==> config.mk <==
export PLATFORM = sky130hd
export DESIGN_NAME = pipdebug_core_responder_flat
export DESIGN_NICKNAME = d
export VERILOG_FILES = /design/src/rtl/pipdebug_core_responder_if.sv /design/src/rtl/pipdebug_core_responder.sv /design/src/flat_wrapper.sv
export SDC_FILE = /design/constraint.sdc
export NUM_CORES = 1
export LEC_CHECK = 0
export CAP_MARGIN = 20
export CELL_PAD_IN_SITES_DETAIL_PLACEMENT = 0
export CELL_PAD_IN_SITES_GLOBAL_PLACEMENT = 2
export CORE_MARGIN = 5
export CORE_UTILIZATION = 18
export CTS_CLUSTER_SIZE = 16
export DETAILED_ROUTE_END_ITERATION = 8
export PLACE_DENSITY = 0.87
export SLEW_MARGIN = 25
export SYNTH_ARGS = -nofsm -noshare
export SYNTH_HDL_FRONTEND = slang
export SYNTH_SLANG_ARGS = --single-unit
==> constraint.sdc <==
create_clock -name clk -period 2.3 [get_ports clk]
set_input_delay 0.46 -clock clk [delete_from_list [all_inputs] [get_ports clk]]
set_output_delay 0.46 -clock clk [all_outputs]
set_load 0.02 [all_outputs]
==> src/rtl/pipdebug_core_responder_if.sv <==
// pipdebug_core_responder_if: pipdebug channel between the debug module and the core responder
//   master (debug module): drives haltreq, resumereq, GPR index/write, CSR write
//   slave  (core)        : returns GPR read data, halted status, sticky access error
//   haltreq    level, request halt          resumereq  level, acted on at rising edge
//   igprwr     level, one write per edge    igprindex  GPR index for read and write
//   igprwdata  GPR write data               igprrdata  registered GPR read data
//   csrwr      level, one write per edge    csrindex   CSR address
//   csrwdata   CSR write data               halted     core halted, accesses legal
//   err        sticky illegal-access flag
interface pipdebug_core_responder_if #(
    parameter int XLEN      = 64,
    parameter int GPR_IDX_W = 5
);
    logic                 haltreq;
    logic                 resumereq;
    logic                 igprwr;
    logic [GPR_IDX_W-1:0] igprindex;
    logic [XLEN-1:0]      igprwdata;
    logic [XLEN-1:0]      igprrdata;
    logic                 csrwr;
    logic [11:0]          csrindex;
    logic [XLEN-1:0]      csrwdata;
    logic                 halted;
    logic                 err;

    modport master (
        output haltreq, resumereq, igprwr, igprindex, igprwdata, csrwr, csrindex, csrwdata,
        input  igprrdata, halted, err
    );

    modport slave (
        input  haltreq, resumereq, igprwr, igprindex, igprwdata, csrwr, csrindex, csrwdata,
        output igprrdata, halted, err
    );
endinterface

==> src/rtl/pipdebug_core_responder.sv <==
// pipdebug_core_responder: core-side pipdebug responder; halts/resumes the pipeline and serves debugger GPR/CSR access
//   clk, rst                 clock, synchronous active-high reset
//   dbg (slave modport)      debug channel: halt/resume requests, GPR read/write, CSR write, halted, err
//   drain_timeout_o          sticky: pipeline failed to drain within DRAIN_TIMEOUT cycles
//   pipe_halt_req_o          stop fetch and drain (DRAIN and HALTED)
//   pipe_quiesced_i          pipeline empty, no writeback pending
//   pipe_npc_i               PC of next instruction, captured into dpc_o on halt
//   pipe_resume_o            1-cycle pulse: restart fetch at dpc_o
//   dpc_o                    captured debug PC
//   rf_we_o/waddr/wdata      regfile debug write port (1-cycle pulse)
//   rf_raddr_o/rf_rdata_i    regfile debug read port (address follows dbg.igprindex)
//   csr_we_o/addr/wdata      CSR debug write port (1-cycle pulse)
module pipdebug_core_responder #(
    parameter int XLEN          = 64,
    parameter int GPR_IDX_W     = 5,
    parameter int DRAIN_TIMEOUT = 1023
) (
    input  logic                     clk,
    input  logic                     rst,
    pipdebug_core_responder_if.slave dbg,
    output logic                     drain_timeout_o,
    output logic                     pipe_halt_req_o,
    input  logic                     pipe_quiesced_i,
    input  logic [XLEN-1:0]          pipe_npc_i,
    output logic                     pipe_resume_o,
    output logic [XLEN-1:0]          dpc_o,
    output logic                     rf_we_o,
    output logic [GPR_IDX_W-1:0]     rf_waddr_o,
    output logic [XLEN-1:0]          rf_wdata_o,
    output logic [GPR_IDX_W-1:0]     rf_raddr_o,
    input  logic [XLEN-1:0]          rf_rdata_i,
    output logic                     csr_we_o,
    output logic [11:0]              csr_addr_o,
    output logic [XLEN-1:0]          csr_wdata_o
);
    localparam int CNT_W = $clog2(DRAIN_TIMEOUT + 1);
    localparam logic [CNT_W-1:0] TMO = CNT_W'(DRAIN_TIMEOUT);

    typedef enum logic [1:0] {RUN, DRAIN, HALTED, RESUME} state_t;

    state_t               state_q, state_d;
    logic [CNT_W-1:0]     cnt_q, cnt_d;
    logic                 resume_hist_q, gpr_hist_q, csr_hist_q;
    logic                 halt_req_q, halt_req_d;
    logic                 halted_q, halted_d;
    logic                 resume_q, resume_d;
    logic                 err_q, err_d;
    logic                 timeout_q, timeout_d;
    logic [XLEN-1:0]      dpc_q, dpc_d;
    logic [XLEN-1:0]      rdata_q, rdata_d;
    logic                 rf_we_q, rf_we_d;
    logic [GPR_IDX_W-1:0] rf_waddr_q, rf_waddr_d;
    logic [XLEN-1:0]      rf_wdata_q, rf_wdata_d;
    logic                 csr_we_q, csr_we_d;
    logic [11:0]          csr_addr_q, csr_addr_d;
    logic [XLEN-1:0]      csr_wdata_q, csr_wdata_d;
    logic                 resume_edge, gpr_edge, csr_edge;
    logic                 halted_now, resuming, tmo_set, gpr_go, csr_go;

    always_comb begin
        resume_edge = dbg.resumereq & ~resume_hist_q;
        gpr_edge    = dbg.igprwr & ~gpr_hist_q;
        csr_edge    = dbg.csrwr & ~csr_hist_q;
        halted_now  = state_q == HALTED;
        state_d     = state_q;
        cnt_d       = '0;
        dpc_d       = dpc_q;
        tmo_set     = 1'b0;
        case (state_q)
            RUN:    state_d = dbg.haltreq ? DRAIN : RUN;
            DRAIN: begin
                // quiesced wins over an abort arriving in the same cycle
                if (pipe_quiesced_i) begin
                    state_d = HALTED;
                    dpc_d   = pipe_npc_i;
                end else if (!dbg.haltreq) begin
                    state_d = RUN;
                end else begin
                    // counter saturates; timeout flags once DRAIN_TIMEOUT cycles have elapsed
                    cnt_d   = (cnt_q == TMO) ? cnt_q : cnt_q + 1'b1;
                    tmo_set = cnt_d == TMO;
                end
            end
            HALTED: state_d = resume_edge ? RESUME : HALTED;
            RESUME: state_d = RUN;
        endcase
        resuming    = state_d == RESUME;
        // edges outside HALTED only flag the error; the RESUME cycle wipes both sticky flags
        err_d       = !resuming && (err_q || (!halted_now && (resume_edge || gpr_edge || csr_edge)));
        timeout_d   = !resuming && (timeout_q || tmo_set);
        // x0 is hardwired, so writes to it are silently dropped
        gpr_go      = halted_now && gpr_edge && (dbg.igprindex != '0);
        csr_go      = halted_now && csr_edge;
        rf_we_d     = gpr_go;
        rf_waddr_d  = gpr_go ? dbg.igprindex : rf_waddr_q;
        rf_wdata_d  = gpr_go ? dbg.igprwdata : rf_wdata_q;
        csr_we_d    = csr_go;
        csr_addr_d  = csr_go ? dbg.csrindex : csr_addr_q;
        csr_wdata_d = csr_go ? dbg.csrwdata : csr_wdata_q;
        rdata_d     = halted_now ? rf_rdata_i : rdata_q;
        // status outputs are registered decodes of the next state
        halt_req_d  = (state_d == DRAIN) || (state_d == HALTED);
        halted_d    = state_d == HALTED;
        resume_d    = resuming;
    end

    always_ff @(posedge clk) begin
        if (rst) begin
            state_q       <= RUN;
            cnt_q         <= '0;
            resume_hist_q <= 1'b0;
            gpr_hist_q    <= 1'b0;
            csr_hist_q    <= 1'b0;
            halt_req_q    <= 1'b0;
            halted_q      <= 1'b0;
            resume_q      <= 1'b0;
            err_q         <= 1'b0;
            timeout_q     <= 1'b0;
            dpc_q         <= '0;
            rdata_q       <= '0;
            rf_we_q       <= 1'b0;
            rf_waddr_q    <= '0;
            rf_wdata_q    <= '0;
            csr_we_q      <= 1'b0;
            csr_addr_q    <= '0;
            csr_wdata_q   <= '0;
        end else begin
            state_q       <= state_d;
            cnt_q         <= cnt_d;
            resume_hist_q <= dbg.resumereq;
            gpr_hist_q    <= dbg.igprwr;
            csr_hist_q    <= dbg.csrwr;
            halt_req_q    <= halt_req_d;
            halted_q      <= halted_d;
            resume_q      <= resume_d;
            err_q         <= err_d;
            timeout_q     <= timeout_d;
            dpc_q         <= dpc_d;
            rdata_q       <= rdata_d;
            rf_we_q       <= rf_we_d;
            rf_waddr_q    <= rf_waddr_d;
            rf_wdata_q    <= rf_wdata_d;
            csr_we_q      <= csr_we_d;
            csr_addr_q    <= csr_addr_d;
            csr_wdata_q   <= csr_wdata_d;
        end
    end

    assign dbg.igprrdata      = rdata_q;
    assign dbg.halted         = halted_q;
    assign dbg.err            = err_q;
    assign drain_timeout_o    = timeout_q;
    assign pipe_halt_req_o    = halt_req_q;
    assign pipe_resume_o      = resume_q;
    assign dpc_o              = dpc_q;
    assign rf_we_o            = rf_we_q;
    assign rf_waddr_o         = rf_waddr_q;
    assign rf_wdata_o         = rf_wdata_q;
    assign rf_raddr_o         = dbg.igprindex;
    assign csr_we_o           = csr_we_q;
    assign csr_addr_o         = csr_addr_q;
    assign csr_wdata_o        = csr_wdata_q;
endmodule

==> src/flat_wrapper.sv <==
// flat-port wrapper written by rule: the top's interface ports become plain ports
module pipdebug_core_responder_flat 
#(
    parameter int XLEN          = 64,
    parameter int GPR_IDX_W     = 5,
    parameter int DRAIN_TIMEOUT = 1023
)
  (clk, rst, drain_timeout_o, pipe_halt_req_o, pipe_quiesced_i, pipe_npc_i, pipe_resume_o, dpc_o, rf_we_o, rf_waddr_o, rf_wdata_o, rf_raddr_o, rf_rdata_i, csr_we_o, csr_addr_o, csr_wdata_o, dbg_haltreq, dbg_resumereq, dbg_igprwr, dbg_igprindex, dbg_igprwdata, dbg_csrwr, dbg_csrindex, dbg_csrwdata, dbg_igprrdata, dbg_halted, dbg_err);
  pipdebug_core_responder_if #(.XLEN(XLEN), .GPR_IDX_W(GPR_IDX_W)) dbg_i ();
  input  logic clk;
  input  logic rst;
  output logic drain_timeout_o;
  output logic pipe_halt_req_o;
  input  logic pipe_quiesced_i;
  input  logic [XLEN-1:0] pipe_npc_i;
  output logic pipe_resume_o;
  output logic [XLEN-1:0] dpc_o;
  output logic rf_we_o;
  output logic [GPR_IDX_W-1:0] rf_waddr_o;
  output logic [XLEN-1:0] rf_wdata_o;
  output logic [GPR_IDX_W-1:0] rf_raddr_o;
  input  logic [XLEN-1:0] rf_rdata_i;
  output logic csr_we_o;
  output logic [11:0] csr_addr_o;
  output logic [XLEN-1:0] csr_wdata_o;
  input wire logic [$bits(dbg_i.haltreq)-1:0] dbg_haltreq;
  input wire logic [$bits(dbg_i.resumereq)-1:0] dbg_resumereq;
  input wire logic [$bits(dbg_i.igprwr)-1:0] dbg_igprwr;
  input wire logic [$bits(dbg_i.igprindex)-1:0] dbg_igprindex;
  input wire logic [$bits(dbg_i.igprwdata)-1:0] dbg_igprwdata;
  input wire logic [$bits(dbg_i.csrwr)-1:0] dbg_csrwr;
  input wire logic [$bits(dbg_i.csrindex)-1:0] dbg_csrindex;
  input wire logic [$bits(dbg_i.csrwdata)-1:0] dbg_csrwdata;
  output wire logic [$bits(dbg_i.igprrdata)-1:0] dbg_igprrdata;
  output wire logic [$bits(dbg_i.halted)-1:0] dbg_halted;
  output wire logic [$bits(dbg_i.err)-1:0] dbg_err;
  assign dbg_i.haltreq = dbg_haltreq;
  assign dbg_i.resumereq = dbg_resumereq;
  assign dbg_i.igprwr = dbg_igprwr;
  assign dbg_i.igprindex = dbg_igprindex;
  assign dbg_i.igprwdata = dbg_igprwdata;
  assign dbg_i.csrwr = dbg_csrwr;
  assign dbg_i.csrindex = dbg_csrindex;
  assign dbg_i.csrwdata = dbg_csrwdata;
  assign dbg_igprrdata = dbg_i.igprrdata;
  assign dbg_halted = dbg_i.halted;
  assign dbg_err = dbg_i.err;
  pipdebug_core_responder #(.XLEN(XLEN), .GPR_IDX_W(GPR_IDX_W), .DRAIN_TIMEOUT(DRAIN_TIMEOUT)) u_core (.clk(clk), .rst(rst), .dbg(dbg_i), .drain_timeout_o(drain_timeout_o), .pipe_halt_req_o(pipe_halt_req_o), .pipe_quiesced_i(pipe_quiesced_i), .pipe_npc_i(pipe_npc_i), .pipe_resume_o(pipe_resume_o), .dpc_o(dpc_o), .rf_we_o(rf_we_o), .rf_waddr_o(rf_waddr_o), .rf_wdata_o(rf_wdata_o), .rf_raddr_o(rf_raddr_o), .rf_rdata_i(rf_rdata_i), .csr_we_o(csr_we_o), .csr_addr_o(csr_addr_o), .csr_wdata_o(csr_wdata_o));
endmodule
==> results by group, run 1 <==
Worst setup path
  • Worst-path maximum fanout: 2
  • Critical path class: input port to output port
  • Worst Path Arrival: 1760 ps
  • Slowest stage delay, CP: 620 ps
  • Flop2flop setup slack: 200 ps
  • Setup crit start kind: input port
  • Critical Path Slowest Stage Cell: clkdlybuf4s50_1
  • FF-to-FF Start: u_core.cnt_q[0]
  • CP most frequent cell: clkdlybuf4s50_1
  • CP Capture Type: output port
  • End of the worst register-to-register path: u_core.drain_timeout_o
  • Critical Path RT: 1840 ps
  • FF-to-FF path depth: 6
  • CP Cell Sequence: clkdlybuf4s50_1 > buf_4 > clkdlybuf4s50_1

Min path
  • Worst Hold Path EP: u_core.csr_wdata_o[16]
  • Number of cells on the worst hold path: 2
  • Worst Hold Class: input port to flop
  • Hold path startpoint: rst

STA
  • Final min period: 2225 ps
  • Fin Hold WS: 307.0 ps
  • Worst slew pin tran: 793.3 ps
  • Clk_skew: around 8.2 ps
  • Max Transition Viols Final: 0
  • Max frequency: about 0.45 GHz
  • RSZ-0062 raised after global routing: no
  • Final Hold Fails: 0
  • Max-slew headroom: 47.11%
  • Final setup fails: 0
  • Tcrit/Tclk final: 96.73%

Logic synthesis
  • Average cell area after synthesis: 7.885 µm²
  • Synth Warn #: 0
  • Post-synthesis cell type count: 42
  • Register area share after synthesis: 57.17%
  • Top_reg_cell synth: dfxtp_1
  • Number of enable flip-flop cells after synthesis: 0
  • Syn_nets: approximately 1,600
  • Ys async rst share: 0%
  • Post-synth design cell area: 10,330 µm²
  • Post-Synthesis Cells: 1,310
  • Seq cells post-synth: just under 300

Placement
  • Hpwl dp: 31,830 µm
  • Routability cong.: 0.8246
  • DP Area: 17,010 µm²
  • Port bufs: 564

Die
  • Top Ports: 565
  • DIE AREA: 62,280 µm²
  • Die Span X: 249.6 µm
  • Core box area: 56,600 µm²
  • Initial Utilization: between 10% and 20%
  • Die span in y: 249.6 µm
  • Number of placement rows: 87

Pwr
  • Peak supply drop: ~0.42 mV
  • Cell Pwr Density: just under 700 nW/µm²
  • Leakage: 6.085 nW

Finish
  • Multi-input logic area: 4029 µm²
  • Most common cell after layout, fill and taps aside: clkdlybuf4s50_1
  • Area Growth Syn to Fin: 75.53%
  • Share of cells above drive strength 1: 5.600%
  • Design Area, Final: 18,130 µm²
  • Fillers: 5,927
  • Nets@finish: between 2,000 and 2,500
  • Commonest cells after routing, fill and taps aside: clkdlybuf4s50_1 (563), nand2_1 (552), dfxtp_1 (295), a21oi_1 (276), clkbuf_16 (37)
  • Fin util: 32.03%
  • Reg area: 5906 µm²

Routing
  • Initial DRC Count: 316
  • Via count: ~11,000
  • Number of remaining DRC errors: 0
  • Post-route ant nets: 0
  • DR pass1 iterations: 5
  • DR WL/cell: ~16 µm
  • Final wirelength: 42,690 µm
  • Via density: between 4 and 5

CTS
  • CTS tree: done
  • Hold_buf cts: 0
  • CTS Buffer Depth: 3
  • Post-CTS Setup Bufs: 0
  • Latest clock arrival within the worst-skew pair: 520 ps
  • CTS resizes: 0
  • Clock transition at path regs: 50 ps
  • H-tree depth: 2
  • CTS Buf Count: 37
  • Clock tree sinks: 295
  • Root Driver: clkbuf_16

Global route
  • Vias in the first global route: 10,740
  • Overflow left after global routing: 0
  • First-pass GRT wire length: approximately 64,000 µm
  • Antenna violations before repair: 2
  • Largest net degree at the start of global routing: approximately 100
  • All-Layer GR Usage: 12.93%

Job
  • Max-cap violations: 0

Outcome
  • Run status: finished clean
==> layer usage <==
layer	global-route usage [%]	vias up	share of wire (%)
li1	-	5304	-
met1	14.36	4822	40
met2	22.33	424	48
met3	5.154	80	8.5
met4	4.907	0	3.6
met5	0	-	0
==> power breakdown <==
part | total [W] | internal, W | leakage [nW] | switching [W]
Combinational | 0.00145 | 0.000795 | 3.15 | 0.000659
Clock | 0.00544 | 0.00332 | 0.545 | 0.00212
Sequential | 0.00533 | 0.00525 | 2.39 | 0.0000724
==> how the worst max path moves through the flow <==
stage,from,to,slack (ps),cells past startpoint
finish,dbg_igprindex[1],rf_raddr_o[1],80,3
CTS,dbg_igprindex[1],rf_raddr_o[1],40,3
floorplan,pipe_quiesced_i,u_core.drain_timeout_o,20,9
global route,dbg_igprindex[1],rf_raddr_o[1],30,3
global placement,dbg_resumereq,u_core.drain_timeout_o,-100,10
detailed placement,dbg_igprindex[1],u_core.rf_wdata_o[23],-80,6
==> Yosys cell counts (all sizes together) (3+ instances only) <==
library cell,number,area (µm²)
clkbuf,78,294.0
dfxtp,295,5906
nand3,5,30.03
buf,24,125.1
mux2i,4,40.04
ha,3,37.54
nor3,3,15.01
xnor2,3,26.28
nor2,21,78.83
nand2b,6,37.54
nor2b,6,37.54
a21oi,276,1381
nand2,552,2072
==> registers in the layout, summed over array words and instances (netlist names), 2 cells and up <==
name	count
u_core.state_q	2
u_core.cnt_q	10
u_core.dpc_o	64
u_core.csr_wdata_o	64
u_core.dbg.igprrdata	64
u_core.csr_addr_o	12
u_core.rf_wdata_o	64
u_core.rf_waddr_o	5
==> worst max-delay path: cells and delay by family <==
kind	cells	cell delay, ps
buffers and inverters	3	1300
==> through the flow <==
step	setup slack [ps]	setup TNS, ps	total power (W)	cells
floorplan	22.74	0	0.005934	1310
global placement	-98.61	-98.61	0.006899	2573
detailed placement	-79.09	-2321	0.006908	2573
CTS	42.79	0	0.01251	2631
global route	29.74	0	0.01280	2632
finish	75.19	0	0.01221	2633
==> logic make-up after synthesis <==
| group | synth area share, % |
|---|---|
| flops | 57.17 |
| buf+inv | 4.130 |
| compound gates | 14.38 |
| fa+ha+maj | 0.3634 |
| xor+xnor | 0.4240 |
| simple gates | 23.15 |
| mux | 0.3876 |
==> area by class of cell <==
type | instances | share of cell area, %
clock buffers | 53 | 5.713
well taps | 756 | 5.217
diodes | 2 | 0.02760
flip-flops and latches | 295 | 32.57
repair buffers | 609 | 33.78
multi-input cells | 911 | 22.22
clock inverters | 5 | 0.4347
inverters | 2 | 0.04140
(Power assumes the default switching activity.)
==> inputs of run 2 (changes only) <==
--- a/config.mk
+++ b/config.mk
@@ -9,10 +9,10 @@
 export CELL_PAD_IN_SITES_DETAIL_PLACEMENT = 0
 export CELL_PAD_IN_SITES_GLOBAL_PLACEMENT = 2
 export CORE_MARGIN = 5
-export CORE_UTILIZATION = 18
+export CORE_UTILIZATION = 20
 export CTS_CLUSTER_SIZE = 16
 export DETAILED_ROUTE_END_ITERATION = 8
-export PLACE_DENSITY = 0.87
+export PLACE_DENSITY = 0.91
 export SLEW_MARGIN = 25
 export SYNTH_ARGS = -nofsm -noshare
 export SYNTH_HDL_FRONTEND = slang
==> constraint.sdc (replaced) <==
create_clock -name clk -period 2.1 [get_ports clk]
set_input_delay 0.42 -clock clk [delete_from_list [all_inputs] [get_ports clk]]
set_output_delay 0.42 -clock clk [all_outputs]
set_load 0.02 [all_outputs]
==> run 2 against run 1 <==
Die area fell by 9.6%. Sequential power rose by 9.4%. Register-to-register slack got worse by 50 ps.
==> results by group, run 2 (same netlist as run 1, synthesis figures left out) <==
Routing
  • Final wirelength: 41,040 µm
  • Initial DRC Count: 281
  • Via count: between 10,000 and 15,000
  • Post-route ant nets: 0
  • DR pass1 iterations: 5
  • DR WL/cell: 15.99 µm
  • Via density: 4.149
  • Number of remaining DRC errors: 0

Worst setup path
  • FF-to-FF path depth: 6
  • CP bufs+invs: 3
  • CP Cell Sequence: clkdlybuf4s50_1 > buf_4 > clkdlybuf4s50_1
  • Critical Path RT: 1680 ps
  • Slowest stage delay, CP: 610 ps
  • Worst Path Arrival: 1650 ps
  • CP Capture Type: output port
  • Flop2flop setup slack: roughly 150 ps
  • Critical path class: input port to output port
  • Worst-path maximum fanout: 2
  • FF-to-FF Start: u_core.cnt_q[1]
  • Setup crit start kind: input port
  • End of the worst register-to-register path: u_core.drain_timeout_o
  • CP most frequent cell: clkdlybuf4s50_1
  • Critical Path Slowest Stage Cell: clkdlybuf4s50_1
  • CP top delay family: buffers and inverters

Die
  • DIE AREA: about 56,000 µm²
  • Die Span X: 237.3 µm
  • Top Ports: 565
  • Die span in y: 237.3 µm
  • Core box area: a little over 50,000 µm²
  • Number of placement rows: 83
  • Initial Utilization: around 20%

Placement
  • Port bufs: roughly 560
  • Hpwl dp: about 31,000 µm
  • Routability cong.: 0.8140
  • Setup WS pre-CTS: -248.2 ps
  • DP Area: 17,020 µm²

Finish
  • Ant. Diodes: 0
  • Reg area: just under 6000 µm²
  • Design Area, Final: 18,260 µm²
  • Share of cells above drive strength 1: 6.465%
  • Fillers: 5,254
  • Most common cell after layout, fill and taps aside: clkdlybuf4s50_1
  • Nets@finish: around 2,100
  • Commonest cells after routing, fill and taps aside: clkdlybuf4s50_1 (563), nand2_1 (552), dfxtp_1 (294), a21oi_1 (276), clkbuf_16 (39)
  • Multi-input logic area: 4044 µm²
  • Area Growth Syn to Fin: 76.74%

CTS
  • Root Driver: clkbuf_16
  • CTS resizes: 0
  • CTS tree: done
  • Hold_buf cts: 0
  • Clock transition at path regs: approximately 60 ps
  • Post-CTS Setup Bufs: 0
  • CTS Buf Count: 37
  • Latest clock arrival within the worst-skew pair: between 500 and 600 ps
  • H-tree depth: 2
  • Clock tree sinks: roughly 300
  • CTS Buffer Depth: 3

STA
  • Final Hold Fails: 0
  • Worst slew pin tran: 663.0 ps
  • Final setup fails: 0
  • Final min period: 2070 ps
  • Final WS setup: between 20 and 30 ps
  • Tcrit/Tclk final: between 90% and 100%
  • RSZ-0062 raised after global routing: no
  • Max frequency: 0.4830 GHz
  • Max-slew headroom: 55.80%
  • Clk_skew: roughly 14 ps
  • Max Transition Viols Final: 0

Global route
  • Antenna violations before repair: 1
  • All-Layer GR Usage: roughly 14%
  • Overflow left after global routing: 0
  • Largest net degree at the start of global routing: roughly 120
  • Vias in the first global route: 10,650
  • First-pass GRT wire length: 61,600 µm

Outcome
  • Run status: finished clean

Pwr
  • Leakage: between 6 and 7 nW
  • Peak supply drop: around 0.6 mV
  • Cell Pwr Density: 754.2 nW/µm²

Min path
  • Worst Hold Path EP: u_core.gpr_hist_q
  • Hold path startpoint: rst
  • Number of cells on the worst hold path: 2
  • Worst Hold Class: input port to flop

Job
  • Max-cap violations: 0
## run 2: changes by cell type in the layout (fill, tap and decap cells not counted), sizes merged
cell    before  now
buf         45   52
bufinv       2    1
clkbuf      54   58
clkinv       3    2
diode        2    0
inv          2    5
## run 2: how the worst max path moves through the flow
stage / endpoint / from / cells after the start / slack, ps
6_report: rf_raddr_o[2] / dbg_igprindex[2] / 3 / 30
3_5_place_dp: u_core.drain_timeout_o / dbg_resumereq / 10 / -250
4_1_cts: rf_raddr_o[2] / dbg_igprindex[2] / 3 / 20
3_3_place_gp: u_core.drain_timeout_o / dbg_resumereq / 10 / -320
2_1_floorplan: u_core.drain_timeout_o / u_core.state_q[0] / 9 / 20
5_1_grt: rf_raddr_o[2] / dbg_igprindex[2] / 3 / 5
## run 2: per-stage QoR
stage	utilization (%)	TNS (ps)	instances	total power, W	hold slack (ps)
after floorplan	-	0	1310	0.006500	509.9
after global placement	33.24	-5012	2503	0.007545	440.5
after detailed placement	33.24	-7053	2503	0.007556	445.3
after CTS	35.63	0	2567	0.01406	157.7
after global routing	35.66	0	2567	0.01437	176.5
final	35.66	0	2567	0.01377	205.1
## run 2: routing by layer
metal,track usage [%],vias to the layer above,wire (µm)
met2,23.36,395,19870
met3,5.418,65,3893
met4,4.513,0,1105
met5,0,-,0
li1,-,5328,-
met1,15.52,4862,16180
## run 2: area by class of cell
| cell class | instances | share of cell area [%] |
|---|---|---|
| timing repair buffer | 615 | 34.07 |
| sequential | 295 | 32.35 |
| multi-input combinational | 911 | 22.15 |
| clock buffer | 58 | 6.339 |
| tap | 680 | 4.660 |
| clock inverter | 6 | 0.3838 |
| inverter | 2 | 0.04112 |
## run 2: power by group
group | internal [W] | total [W] | switching [W]
clock network | 0.00391 | 0.00635 | 0.00244
logic | 0.000881 | 0.00159 | 0.000711
registers | 0.00575 | 0.00583 | 0.0000762
==> inputs of run 3 (changes only) <==
--- a/config.mk
+++ b/config.mk
@@ -5,6 +5,7 @@
 export SDC_FILE = /design/constraint.sdc
 export NUM_CORES = 1
 export LEC_CHECK = 0
+export ABC_CLOCK_PERIOD_IN_PS = 2100
 export CAP_MARGIN = 20
 export CELL_PAD_IN_SITES_DETAIL_PLACEMENT = 0
 export CELL_PAD_IN_SITES_GLOBAL_PLACEMENT = 2
==> results of run 3 <==
Same layout as run 2: the final DEF is identical, and so are final timing and power.
